**config.mk**
```make
export PLATFORM = sky130hd
export DESIGN_NAME = bus_rr_arbiter
export DESIGN_NICKNAME = d
export VERILOG_FILES = /design/src/rtl/bus_rr_arbiter.sv
export SDC_FILE = /design/constraint.sdc
export NUM_CORES = 1
export LEC_CHECK = 0
export ABC_AREA = 1
export CAP_MARGIN = 20
export CORE_MARGIN = 2
export CORE_UTILIZATION = 46
export DETAILED_ROUTE_END_ITERATION = 8
export PLACE_DENSITY_LB_ADDON = 0.15
export SYNTH_ARGS = -nofsm -noshare
export SYNTH_HDL_FRONTEND = slang
export SYNTH_SLANG_ARGS = --single-unit
export TNS_END_PERCENT = 20
```
**constraint.sdc**
```tcl
create_clock -name clk -period 2.19 [get_ports clk]
set_input_delay 0.219 -clock clk [delete_from_list [all_inputs] [get_ports clk]]
set_output_delay 0.219 -clock clk [all_outputs]
set_load 0.005 [all_outputs]
```
**src/rtl/bus_rr_arbiter.sv**
```systemverilog
// Round-robin drain of NUM_SRC registered-empty FIFOs onto one shared bus.
// Two-stage issue/capture pipeline with a one-entry skid behind the output register.
module bus_rr_arbiter #(
  parameter int unsigned NUM_SRC  = 4,
  parameter int unsigned DATA_LEN = 16,
  parameter int unsigned ID_LEN   = $clog2(NUM_SRC)
) (
  input  logic                        clk,
  input  logic                        rstn,
  input  logic [NUM_SRC-1:0]          src_empty,
  output logic [NUM_SRC-1:0]          src_rd_en,
  input  logic [NUM_SRC*DATA_LEN-1:0] src_rd_data,
  output logic [DATA_LEN-1:0]         bus_data,
  output logic [ID_LEN-1:0]           bus_src_id,
  output logic                        bus_valid,
  input  logic                        bus_ready
);

  typedef struct packed {
    logic [ID_LEN-1:0]   id;
    logic [DATA_LEN-1:0] data;
  } word_t;

  logic               run_q;
  logic [NUM_SRC-1:0] prev_rd_q;
  logic [ID_LEN-1:0]  last_grant_q, last_grant_d;
  logic               inflight_q, inflight_d;
  logic [ID_LEN-1:0]  inflight_id_q, inflight_id_d;
  logic               out_valid_q, out_valid_d;
  word_t              out_q, out_d;
  logic               skid_valid_q, skid_valid_d;
  word_t              skid_q, skid_d;

  logic [NUM_SRC-1:0]  elig_c;
  logic [NUM_SRC-1:0]  rd_en_c;
  logic                accept_c;
  logic                room_c;
  logic                grant_found_c;
  logic                issue_c;
  logic [ID_LEN-1:0]   grant_idx_c;
  logic [1:0]          occ_c;
  logic [DATA_LEN-1:0] cap_data_c;
  word_t               cap_c;
  int unsigned         cand;

  // Issue stage: a source just read is skipped to cover its empty-flag lag.
  always_comb begin
    elig_c        = ~src_empty & ~prev_rd_q;
    grant_found_c = 1'b0;
    grant_idx_c   = '0;
    cand          = 0;
    for (int unsigned i = 0; i < NUM_SRC; i++) begin
      cand = 32'(last_grant_q) + i + 1;
      if (cand >= NUM_SRC) cand = cand - NUM_SRC;
      if (!grant_found_c && elig_c[cand[ID_LEN-1:0]]) begin
        grant_found_c = 1'b1;
        grant_idx_c   = cand[ID_LEN-1:0];
      end
    end
    accept_c = out_valid_q & bus_ready;
    occ_c    = 2'(out_valid_q) + 2'(skid_valid_q) + 2'(inflight_q);
    room_c   = (occ_c - 2'(accept_c)) < 2'd2;
    issue_c  = run_q & grant_found_c & room_c;
    rd_en_c  = issue_c ? (NUM_SRC'(1) << grant_idx_c) : '0;
  end

  assign src_rd_en = rd_en_c;

  // Capture stage: select the slice of the source read last cycle.
  always_comb begin
    cap_data_c = '0;
    for (int unsigned k = 0; k < NUM_SRC; k++) begin
      if (inflight_id_q == ID_LEN'(k)) cap_data_c = src_rd_data[k*DATA_LEN +: DATA_LEN];
    end
    cap_c.id   = inflight_id_q;
    cap_c.data = cap_data_c;
  end

  always_comb begin
    last_grant_d  = last_grant_q;
    inflight_d    = issue_c;
    inflight_id_d = inflight_id_q;
    out_valid_d   = out_valid_q;
    out_d         = out_q;
    skid_valid_d  = skid_valid_q;
    skid_d        = skid_q;
    if (issue_c) begin
      last_grant_d  = grant_idx_c;
      inflight_id_d = grant_idx_c;
    end
    // Acceptance frees the output register, refilled from the skid if it holds a word.
    if (accept_c) begin
      out_valid_d  = skid_valid_q;
      if (skid_valid_q) out_d = skid_q;
      skid_valid_d = 1'b0;
    end
    if (inflight_q) begin
      if (!out_valid_d) begin
        out_valid_d = 1'b1;
        out_d       = cap_c;
      end else begin
        skid_valid_d = 1'b1;
        skid_d       = cap_c;
      end
    end
  end

  always_ff @(posedge clk or negedge rstn) begin
    if (!rstn) begin
      run_q         <= 1'b0;
      prev_rd_q     <= '0;
      last_grant_q  <= ID_LEN'(NUM_SRC - 1);
      inflight_q    <= 1'b0;
      inflight_id_q <= '0;
      out_valid_q   <= 1'b0;
      out_q         <= '0;
      skid_valid_q  <= 1'b0;
      skid_q        <= '0;
    end else begin
      run_q         <= 1'b1;
      prev_rd_q     <= rd_en_c;
      last_grant_q  <= last_grant_d;
      inflight_q    <= inflight_d;
      inflight_id_q <= inflight_id_d;
      out_valid_q   <= out_valid_d;
      out_q         <= out_d;
      skid_valid_q  <= skid_valid_d;
      skid_q        <= skid_d;
    end
  end

  assign bus_data   = out_q.data;
  assign bus_src_id = out_q.id;
  assign bus_valid  = out_valid_q;

endmodule
```
# After elaboration in Yosys (flattened, before gate mapping)
# Index checks and enable logic that the tools add are counted.
totals:
  regBits: 48
  in_bits: 71
  output_inout_bits: 23
  word_cells: 85
classes:
  addsub: 13
  magnitude_cmp: 9
  n_eq_ne: 3
  n_shift: 1
  mux: 34
  n_bitwise: 6
  n_reduce_logical: 8
ops:
  columns: ["cell", "n"]
  rows:
  - ["two-way mux 18 bit", 4]
  - ["two-way mux 16 bit", 4]
  - ["two-way mux 2 bit", 8]
  - ["two-way mux 1 bit", 13]
  - ["adder 3 x 1 -> 4 bit (second input constant)", 3]
  - [">= comparator 4 x 3 -> 1 bit (second input constant)", 3]
  - ["less-than comparator 2 x 3 -> 1 bit (second input constant)", 4]
  - ["binary-select mux 1 bit (select 2 bit)", 4]
  - ["inverter 4 bit", 2]
  - ["subtractor 2 x 1 -> 2 bit (second input constant)", 4]
  - ["adder 2 x 2 -> 3 bit (second input constant)", 2]
  - ["bitwise AND 4 bit", 1]
  - ["== test 2 bit (second input constant)", 2]
  - ["two-way mux 4 bit", 1]
  - ["left shift 1 x 2 -> 4 bit (first input constant)", 1]
  - ["adder 2 x 1 -> 3 bit (second input constant)", 1]
  - ["bitwise AND 1 bit", 3]
  - [">= comparator 3 bit (second input constant)", 1]
  - ["logical AND 1 bit", 3]
  - ["zero test 1 bit", 3]
  - ["adder 1 x 1 -> 2 bit", 1]
  - ["adder 2 x 1 -> 2 bit", 1]
  - ["== test 2 x 1 -> 1 bit (second input constant)", 1]
  - ["zero test 2 bit", 1]
  - ["other kinds (3)", 3]

# Longest topological paths before layout
# Gate-level depths: netlist of run 1.
depth:
  word_depth: 18
  ltp_mapped: 14
  depth_no_buf: 13

# Least setup slack after synthesis of run 1
# No wires, ideal clock.
synth_timing:
  path_type: "reg-to-output"
  start: "reg out_valid_q, in the netlist bus_valid"
  end: "out src_rd_en[2]"
  t_arrival_ns: 1.836
  required_time_ns: 1.971
  setup_slack_ns: 0.135
  path_stages_with_launch: 13
  n_path_buf: 0
  path_cell_list: "dfrtp_1 nand2_1 inv_2 ha_1 inv_1 ha_1 a21oi_1 xnor2_1 inv_1 nand2_1 nor2_4 o21ai_2 nor2_1"
synth_between:
  elab_chain_len: 6
  elab_cells_between_ends: 7
  classes_between: "add/sub: 3; order compare: 1; mux: 1; bitwise: 2"
synth_rtl:
  columns: ["element", "line_no", "rtl"]
  rows:
  - ["start: declaration", "29", "logic out_valid_q, out_valid_d;"]
  - ["start signal: assignment", "125", "out_valid_q <= out_valid_d;"]
  - ["adder 1 x 1 -> 2 bit", "61", "occ_c = 2'(out_valid_q) + 2'(skid_valid_q) + 2'(inflight_q);"]
  - ["adder 2 x 1 -> 2 bit", "61", null]
  - ["subtractor 2 x 1 -> 2 bit (*)", "62", "room_c = (occ_c - 2'(accept_c)) < 2'd2;"]
  - ["less-than comparator 2 bit (*)", "62", null]
  - ["bitwise AND 1 bit (*)", "63", "issue_c = run_q & grant_found_c & room_c;"]
  - ["net inflight_d", "27", "logic inflight_q, inflight_d;"]
  - ["two-way mux 4 bit (*)", "64", "rd_en_c = issue_c ? (NUM_SRC'(1) << grant_idx_c) : '0;"]
  - ["end: declaration", "11", "output logic [NUM_SRC-1:0] src_rd_en,"]
# Mark *: on every way through the listed nets, which the timed path passes. The rest lies on a longest branch.

# Worst setup path after layout of run 1
layout_timing:
  start: "reg out_valid_q, in the netlist bus_valid"
  end: "out src_rd_en[1]"
# The elaborated chain is that of the path after synthesis.

==> results of run 1 <==
state kept, by name, indices dropped and copies added, names as in the netlist:
signal         cells
inflight_id_q      2
bus_data          16
skid_valid_q       1
inflight_q         1
last_grant_q       2
prev_rd_q          4
bus_src_id         2
skid_q            18
run_q              1
bus_valid          1
metrics by stage:
step / utilization, % / worst slack (ns) / cell area, um^2 / std cells
CTS: 68.0 / -0.166 / 4030 / 544
floorplan: - / 0.135 / 2800 / 359
detailed placement: 65.9 / -0.588 / 3900 / 533
finish: 69.1 / -0.187 / 4090 / 550
global route: 69.1 / -0.291 / 4090 / 550
global placement: 65.9 / -0.575 / 3900 / 533
cell type report:
class	instances	area [um^2]	share of cell area [%]
Sequential cell	48	1200	29.4
Tap cell	75	93.8	2.29
Inverter	21	85.1	2.08
Clock inverter	1	5.00	0.122
Multi-Input combinational cell	271	1450	35.5
Timing Repair Buffer	127	1170	28.7
Clock buffer	7	76.3	1.87
power groups by stage:
stage / Combinational [mW] / Sequential (mW) / Clock (mW)
finish: 3.61 / 1.61 / 0.514
floorplan: 2.15 / 1.53 / 0
global placement: 3.28 / 1.60 / 0
detailed placement: 3.36 / 1.63 / 0
global route: 4.08 / 1.67 / 0.567
CTS: 3.48 / 1.61 / 0.532
layout by cell type, fill, tap and decap left out, types with 2 or more instances in the layout:
cell                              instances
sky130_fd_sc_hd__nand3_1                 36
sky130_fd_sc_hd__nor2_1                   9
sky130_fd_sc_hd__clkbuf_8                 5
sky130_fd_sc_hd__nand2_4                  3
sky130_fd_sc_hd__nand2_2                 13
sky130_fd_sc_hd__inv_2                    3
sky130_fd_sc_hd__clkinv_2                 2
sky130_fd_sc_hd__dfrtp_1                 46
sky130_fd_sc_hd__nand2_1                 99
sky130_fd_sc_hd__buf_2                    5
sky130_fd_sc_hd__dfstp_2                  2
sky130_fd_sc_hd__nand3_2                  2
sky130_fd_sc_hd__clkdlybuf4s50_1         88
sky130_fd_sc_hd__o211ai_1                 9
sky130_fd_sc_hd__clkbuf_1                 2
sky130_fd_sc_hd__buf_4                   33
sky130_fd_sc_hd__a21oi_1                  4
sky130_fd_sc_hd__o21ai_0                 62
sky130_fd_sc_hd__inv_1                   16
sky130_fd_sc_hd__mux2i_1                 14
sky130_fd_sc_hd__ha_4                     2
sky130_fd_sc_hd__nor2_2                   8
layer usage:
layer	wire length, um	global-route usage, %	vias up
met3	504	5.49	10
met2	3730	43.6	88
met4	114	8.00	0
li1	-	-	1421
met1	3250	30.1	1310
met5	0	0	-
cell families (layout without fill, tap and decap cells):
group                      count (synthesis)  count (layout)
AOI/OAI and AO/OA                         79              79
xor gates and xnor gates                   1               1
adders and majority gates                  2               2
buffers and inverters                     40             156
DFF                                       48              48
muxes                                     14              14
other                                      1               1
and+or+nand+nor                          174             174
worst max-delay path by stage:
stage | start | end | slack (ns) | cells after the start
2_1_floorplan | bus_valid$_DFF_PN0_ | src_rd_en[2] | 0.13 | 12
3_3_place_gp | bus_ready | src_rd_en[3] | -0.57 | 14
3_5_place_dp | bus_ready | src_rd_en[1] | -0.59 | 14
4_1_cts | bus_valid$_DFF_PN0_ | src_rd_en[2] | -0.17 | 13
5_1_grt | bus_valid$_DFF_PN0_ | src_rd_en[1] | -0.29 | 13
6_report | bus_valid$_DFF_PN0_ | src_rd_en[1] | -0.19 | 13
critical path, delay by kind of cell, from the launching register on:
| kind | cells | cell delay (ns) |
|---|---|---|
| and+or+nand+nor | 5 | 0.53 |
| adders and majority gates | 2 | 0.50 |
| DFF | 1 | 0.39 |
| buffers and inverters | 4 | 0.28 |
| xor gates and xnor gates | 1 | 0.11 |
| AOI/OAI and AO/OA | 1 | 0.05 |
repair_timing:
| item | in CTS | in global routing |
|---|---|---|
| cloned | 0 | 0 |
| endpoints found under the hold margin | 0 | 0 |
| setup buffers | 3 | 6 |
| endpoints found under the setup margin | 4 | 4 |
| pin swaps | 12 | 12 |
| gates resized for setup | 25 | 5 |
==> results.txt, run 1 <==
- Outcome: finished, violations left
- Failing checks: setup timing
- Across the VDD grid, the largest voltage drop is 0.917 mV.
* Insertion delay to the later sink of the worst-skew pair: 0.30 ns
- Max-cap violations in this run came to 0.
- Post-DP HPWL: 5.58 mm
- Cell Rows: 28
- The routed design could run at a clock period as short as 2.38 ns.
* Ratio of final minimum period to clock period: 109%
- Counting the fill cells in the layout gives 524.
* Data arrival time of the critical path: 2.16 ns
- First DRT Iteration DRCs: 173
* Post-layout worst setup margin: -0.187 ns
- The cell that appears most often on the critical path is sky130_fd_sc_hd__nand2_2.
- Clock network power share: 9.0%
* Hold Violations, Final: 0
* Cell area after synthesis: 2800 um^2
- Top area cells in the synthesized netlist: sky130_fd_sc_hd__dfrtp_1, sky130_fd_sc_hd__nand2_1, sky130_fd_sc_hd__o21ai_0
- Number of register bits inferred by synthesis: 48
- In this run, CTS created clock tree buffers numbering 5.
- Hold repair after CTS inserted 0 buffers.
* Post-synthesis async set-or-reset flop share: 100%
* TritonCTS clock tree: done
- Layout Nets: 547
- Synthesis produced 359 cells.
- On the final layout, the worst clock skew is 0.00479 ns.
* Overall die height: 82.0 um
- Worst min path class: in2async
- GRT Overall Usage: 24.8%
* Number of placed I/O pins: 94
* Remaining number of nets flagged by the antenna check after routing: 0
- Total core area: 5920 um^2
* CP Cell Sequence: nand2_2 -> inv_2 -> ha_4 -> inv_2 -> ha_4 -> a21oi_2 -> xnor2_1 -> inv_1 -> nand2_2 -> nor2_4 -> nand2_2 -> nor2_2 -> buf_2
- Setup Crit Path Kind: reg2out
- The average instance in the mapped netlist occupies 7.80 um^2.
* CTS sink count: 48
- Deepest level of the CTS H-tree: 2
- Start of the worst register-to-register path: bus_valid$_DFF_PN0_
- After synthesis, the largest family of logic cells by area is simple AND/OR/NAND/NOR gates.
- RSZ-0062 raised after global routing: yes
* Via count: 2829
- Chip width: 82.0 um
- After detailed routing, the number of vias per cell comes to 5.14.
- Startpoint kind of the worst setup timing path: flop
- Max stage delay on crit path: 0.39 ns
- The number of nets handed over by synthesis was 432.
- Data on the critical path is required at its endpoint by 1.97 ns.
- Per report_power, the sequential group accounts for 28.1% of the total.
* Max Slew Vio Count: 0
* CP endpoint kind: primary output
- Counting cells, the worst reg-to-reg path comes to 16.
- Yosys mapped a number of flops with a built-in enable equal to 0.
- Net switching power: 2.51 mW
- Number of warnings printed during yosys synthesis: 0
* Global placement routability congestion: 0.903
- Detailed-router iteration count before antenna repair: 4
- The via count of the first global-routing pass is 2841.
* Area share of the leading cell type in the synthesized netlist: 41.1%
- Clock root buffer master: sky130_fd_sc_hd__clkbuf_8
- Int Power: 3.22 mW
* Final total negative setup slack: -0.639 ns
* Crit path max-delay cell type: sky130_fd_sc_hd__dfrtp_1
- Largest buffer count on any clock path: 2
- WL final: 7.61 mm
* Worst-path maximum fanout: 3
- The die covers 6730 um^2.
* Complex-gate fraction of the synthesized area: 15.2%
- After Yosys synthesis, full adders, half adders and majority gates account for 0.893% of the synthesized area.
* Fraction of synthesized area in multiplexers: 5.00%
* Switching share of power: 43.7%
- Fraction of layout cells with a size suffix above 1: 17.9%
- For flop-to-flop paths, the worst setup slack is 0.07 ns.
- Final hold analysis gives a worst-case slack of 0.0103 ns.
- The number of antenna diodes in the final layout is 0.
* Initial Utilization: 47.3%
* Count of port buffers added during placement: 93
- Clock slew at the register clock pins of the worst setup and hold paths: 0.09 ns
- Relative to the synthesized area, the layout overhead comes to 46.0%.
- In the final routed layout, each cell accounts on average for 13.8 um.
- Sequential element share of the synthesized area: 43.0%
- Leakage Power: 1.93 nW
- Number of antenna violations at the first check in global routing: 0
- Synth Area in Simple Gates: 28.2%
- Dividing total power by cell area gives a power density of 1400 nW/um^2.
* Number of design rule violations left after detail routing: 0
* Pin count of the biggest net entering global routing: 49
- Total power for the finished layout comes to 5.73 mW.
- sky130_fd_sc_hd__dfrtp_1 takes more of the synthesized area than any other cell.
* Transition at the pin with the smallest max-transition slack: 0.614 ns
* Global-route wire length before repair: 12.8 mm
- Max transition margin: 59.1%
* Most instantiated library cell after synthesis: sky130_fd_sc_hd__nand2_1
- Number of unique standard cell types used by synthesis: 31
- Critical R2R Capture: inflight_id_q[0]$_DFFE_PN0P_
- Combinational logic burns 62.9% of the power.
- Static timing analysis puts the maximum clock frequency at 421 MHz.
- Grt total ovfl: 0
- Xor and xnor fraction of the mapped netlist area: 0.313%
* Final setup violation count: 4
* Top cells by instance count after synthesis: sky130_fd_sc_hd__nand2_1, sky130_fd_sc_hd__o21ai_0, sky130_fd_sc_hd__dfrtp_1
- In the synthesized netlist the dominant register cell turns out to be sky130_fd_sc_hd__dfrtp_1.
Power figures use the tool's default switching activity.
==> run 2, diff against run 1 <==
--- a/config.mk
+++ b/config.mk
@@ -10,7 +10,7 @@
 export CORE_MARGIN = 2
 export CORE_UTILIZATION = 46
 export DETAILED_ROUTE_END_ITERATION = 8
-export PLACE_DENSITY_LB_ADDON = 0.15
+export PLACE_DENSITY_LB_ADDON = 0.2
 export SYNTH_ARGS = -nofsm -noshare
 export SYNTH_HDL_FRONTEND = slang
 export SYNTH_SLANG_ARGS = --single-unit
==> results.txt, run 2 (synthesized netlist as in run 1, its figures left out) <==
- Initial Utilization: 47.3% (unchanged)
- The number of inserted diodes is 0 (unchanged).
- Post-layout worst setup margin: -0.209 ns (-0.0220 ns)
* Count of port buffers added during placement: 93 (unchanged)
* Data arrival time of the critical path: 2.18 ns (+0.02 ns)
- The final wirelength is 7.38 mm (-3.0%).
* Final setup violation count: 4 (unchanged)
- The initial detailed-routing violation count is 143 (-17%).
* Post-DP HPWL: 5.26 mm (-5.7%)
- Vias in the first global route: 2650 (-6.7%)
* Worst EP required: 1.97 ns (about the same)
* Max Slew Vio Count: 0 (unchanged)
- TritonCTS built the clock tree.
- The width of the die was 82.0 um (unchanged).
- The clock slew seen by the registers of the worst setup and hold paths is 0.09 ns (about the same).
- The number of antenna violations at the first check in global routing was 0 (unchanged).
* Inserted Clock Buffers: 5 (unchanged)
- The min-delay analysis places its worst path in the category in2async.
- The critical-path maximum fanout was 3 (unchanged).
- Cell family contributing the most delay on the critical path: adder cells
- Number of flip-flops under the largest register name: 18 (unchanged)
- CP endpoint kind: primary output
- Via density: 5.21 (+1.2%)
- Cell Rows: 28 (unchanged)
- The signal on the critical path passes through nand2_2 -> inv_2 -> ha_4 -> inv_4 -> ha_4 -> a21oi_4 -> xnor2_1 -> inv_1 -> nand2_2 -> nor2_4 -> o21ai_2 -> nor2_1 -> buf_2.
- Setup Crit Path Kind: reg2out
- The number of detailed-route iterations in the first pass is 4 (unchanged).
- The share of the cycle needed by the critical path after routing was 110% (+1.0 points).
- Max stage delay on crit path: 0.40 ns (about the same)
- Leakage Power: 1.92 nW (-0.52%)
* Failing checks: hold timing, setup timing
- Deepest level of the CTS H-tree: 2 (unchanged)
- Most common cell after layout, fill and taps aside: sky130_fd_sc_hd__nand2_1
- The sink count of the clock tree is 48 (unchanged).
* Number of placed I/O pins: 94 (unchanged)
- GRT Overall Usage: 23.6% (-1.2 points)
- Clock period minus worst slack: 2.40 ns (+0.0220 ns)
* Pin count of the biggest net entering global routing: 49 (unchanged)
* Overall die area: 6730 um^2 (unchanged)
- Total buffers and inverters traversed by the critical path: 4 (unchanged)
- Final total negative setup slack: -0.635 ns (+0.00374 ns)
* RSZ-0062 raised after global routing: yes
- From synthesis to final layout, the design area changed by 45.7%.
- Layout Nets: 542 (-0.91%)
- Standard cell area after detailed placement: 3890 um^2 (-0.38%)
- The post-route cell area came to 4080 um^2 (-0.24%).
- Insertion delay to the later sink of the worst-skew pair: 0.30 ns (about the same)
- Area used by multi-input combinational logic: 1450 um^2 (-0.34%)
- The area occupied by registers was 1200 um^2 (unchanged).
- The normalized max-slew margin is 60.2% (+1.1 points).
- The maximum clock rate is 417 MHz (-0.92%).
- The remaining antenna violation count is 0 (unchanged).
- Total core area: 5920 um^2 (unchanged)
- The post-route DRC violation count is 0 (unchanged).
* Startpoint kind of the worst setup timing path: flop
* Hold Violations, Final: 3 (+3)
- Worst hold slack after final layout: -0.00259 ns (-0.0129 ns)
- The total power divided by cell area came to 1420 nW/um^2 (+1.5%).
- The max-cap violation count was 0 (unchanged).
- Crit path max-delay cell type: sky130_fd_sc_hd__dfrtp_1
- Global-route wire length before repair: 12.1 mm (-5.3%)
* Transition at the pin with the smallest max-transition slack: 0.597 ns (-0.0165 ns)
- The run finished, with violations left.
- Fraction of layout cells with a size suffix above 1: 17.0% (-0.87 points)
- Clock tree synthesis selected as its root buffer the cell sky130_fd_sc_hd__clkbuf_8.
- Largest clock skew in the final design: 0.00627 ns (+0.00147 ns)
- The total number of vias was 2837 (+0.28%).
- The register with the most flip-flops in the final layout is skid_q.
* Grt total ovfl: 0 (unchanged)
- The number of filler instances in the final layout is 532 (+1.5%).
- The maximum clock insertion buffer count is 2 (unchanged).
- Worst-case vdd ir drop: 1.13 mV (+23%)
- The final weighted congestion of routability-driven global placement was 0.957 (+6.0%).
* Commonest cells after routing, fill and taps aside: sky130_fd_sc_hd__nand2_1, sky130_fd_sc_hd__clkdlybuf4s50_1, sky130_fd_sc_hd__o21ai_0
- The average wire per cell in the routed design is 13.5 um (-2.1%).
* CTS Hold Bufs: 0 (unchanged)
- Overall die height: 82.0 um (unchanged)
[run 2: changes by cell type in the layout (fill, tap and decap cells not counted), sizes merged]
| cell | change |
|---|---|
| clkbuf | -2 |
| bufinv | +1 |
| buf | -5 |
| clkinvlp | +1 |
[run 2: stage by stage]
step	instances	hold slack (ns)	utilization, %	power, mW	setup WS [ns]
after global routing	545	0.0626	68.9	6.36	-0.328
after CTS	545	0.0220	68.7	5.76	-0.173
after detailed placement	531	0.351	65.7	4.95	-0.639
final	545	-0.00259	68.9	5.81	-0.209
after global placement	531	0.350	65.7	4.85	-0.576
after floorplan	359	-0.0766	-	3.67	0.135
[run 2: path summary, 6_finish.rpt]
kind                       slack [ns]  cells past startpoint                      endpoint             startpoint
min in group clk                 0.49                      2         skid_q[5]$_DFFE_PN0P_  skid_q[5]$_DFFE_PN0P_
min reg2reg                      0.49                      2         skid_q[5]$_DFFE_PN0P_  skid_q[5]$_DFFE_PN0P_
min                            -0.003                      2        bus_data[10]$_DFF_PN0_                   rstn
max reg2reg                      0.18                     15  inflight_id_q[1]$_DFFE_PN0P_    bus_valid$_DFF_PN0_
max                             -0.21                     13                  src_rd_en[2]    bus_valid$_DFF_PN0_
max in group asynchronous        1.79                      2         bus_data[9]$_DFF_PN0_                   rstn
[run 2: area by class of cell]
class	instances	share of cell area, %
Timing Repair Buffer	122	27.8
Clock inverter	3	1.04
Multi-Input combinational cell	271	35.5
Inverter	21	2.15
Tap cell	75	2.30
Sequential cell	48	29.5
Clock buffer	5	1.69
[run 2: routing by layer]
metal	track usage [%]	share of wire (%)	wire [um]	up-vias
met3	4.73	6.9	508	10
met2	40.2	49	3620	83
met5	0	0	0	-
met4	6.67	1.3	94	0
met1	30.4	43	3160	1331
li1	-	-	-	1413
[run 2: what timing repair did]
item,CTS,global route
pin swaps,11,5
setup buffers,6,0
resized for setup,25,4
setup endpoints to repair,4,4
[run 2: worst register-to-register path, stage by stage (launching register included)]
cell and delay (ns):
sky130_fd_sc_hd__dfrtp_1 0.40, sky130_fd_sc_hd__nand2_2 0.07, sky130_fd_sc_hd__inv_2 0.05, sky130_fd_sc_hd__ha_4 0.26, sky130_fd_sc_hd__inv_4 0.04, sky130_fd_sc_hd__ha_4 0.24, sky130_fd_sc_hd__a21oi_4 0.12, sky130_fd_sc_hd__xnor2_1 0.08
sky130_fd_sc_hd__inv_1 0.06, sky130_fd_sc_hd__nand2_2 0.06, sky130_fd_sc_hd__nor2_4 0.14, sky130_fd_sc_hd__buf_4 0.13, sky130_fd_sc_hd__buf_4 0.10, sky130_fd_sc_hd__clkinv_2 0.06, sky130_fd_sc_hd__nand2_1 0.06, sky130_fd_sc_hd__nand2_1 0.05
[run 2: power by group]
part | total (mW) | internal, mW | switching (mW)
Clock | 0.643 | 0.338 | 0.305
Sequential | 1.61 | 1.32 | 0.295
Combinational | 3.55 | 1.65 | 1.90
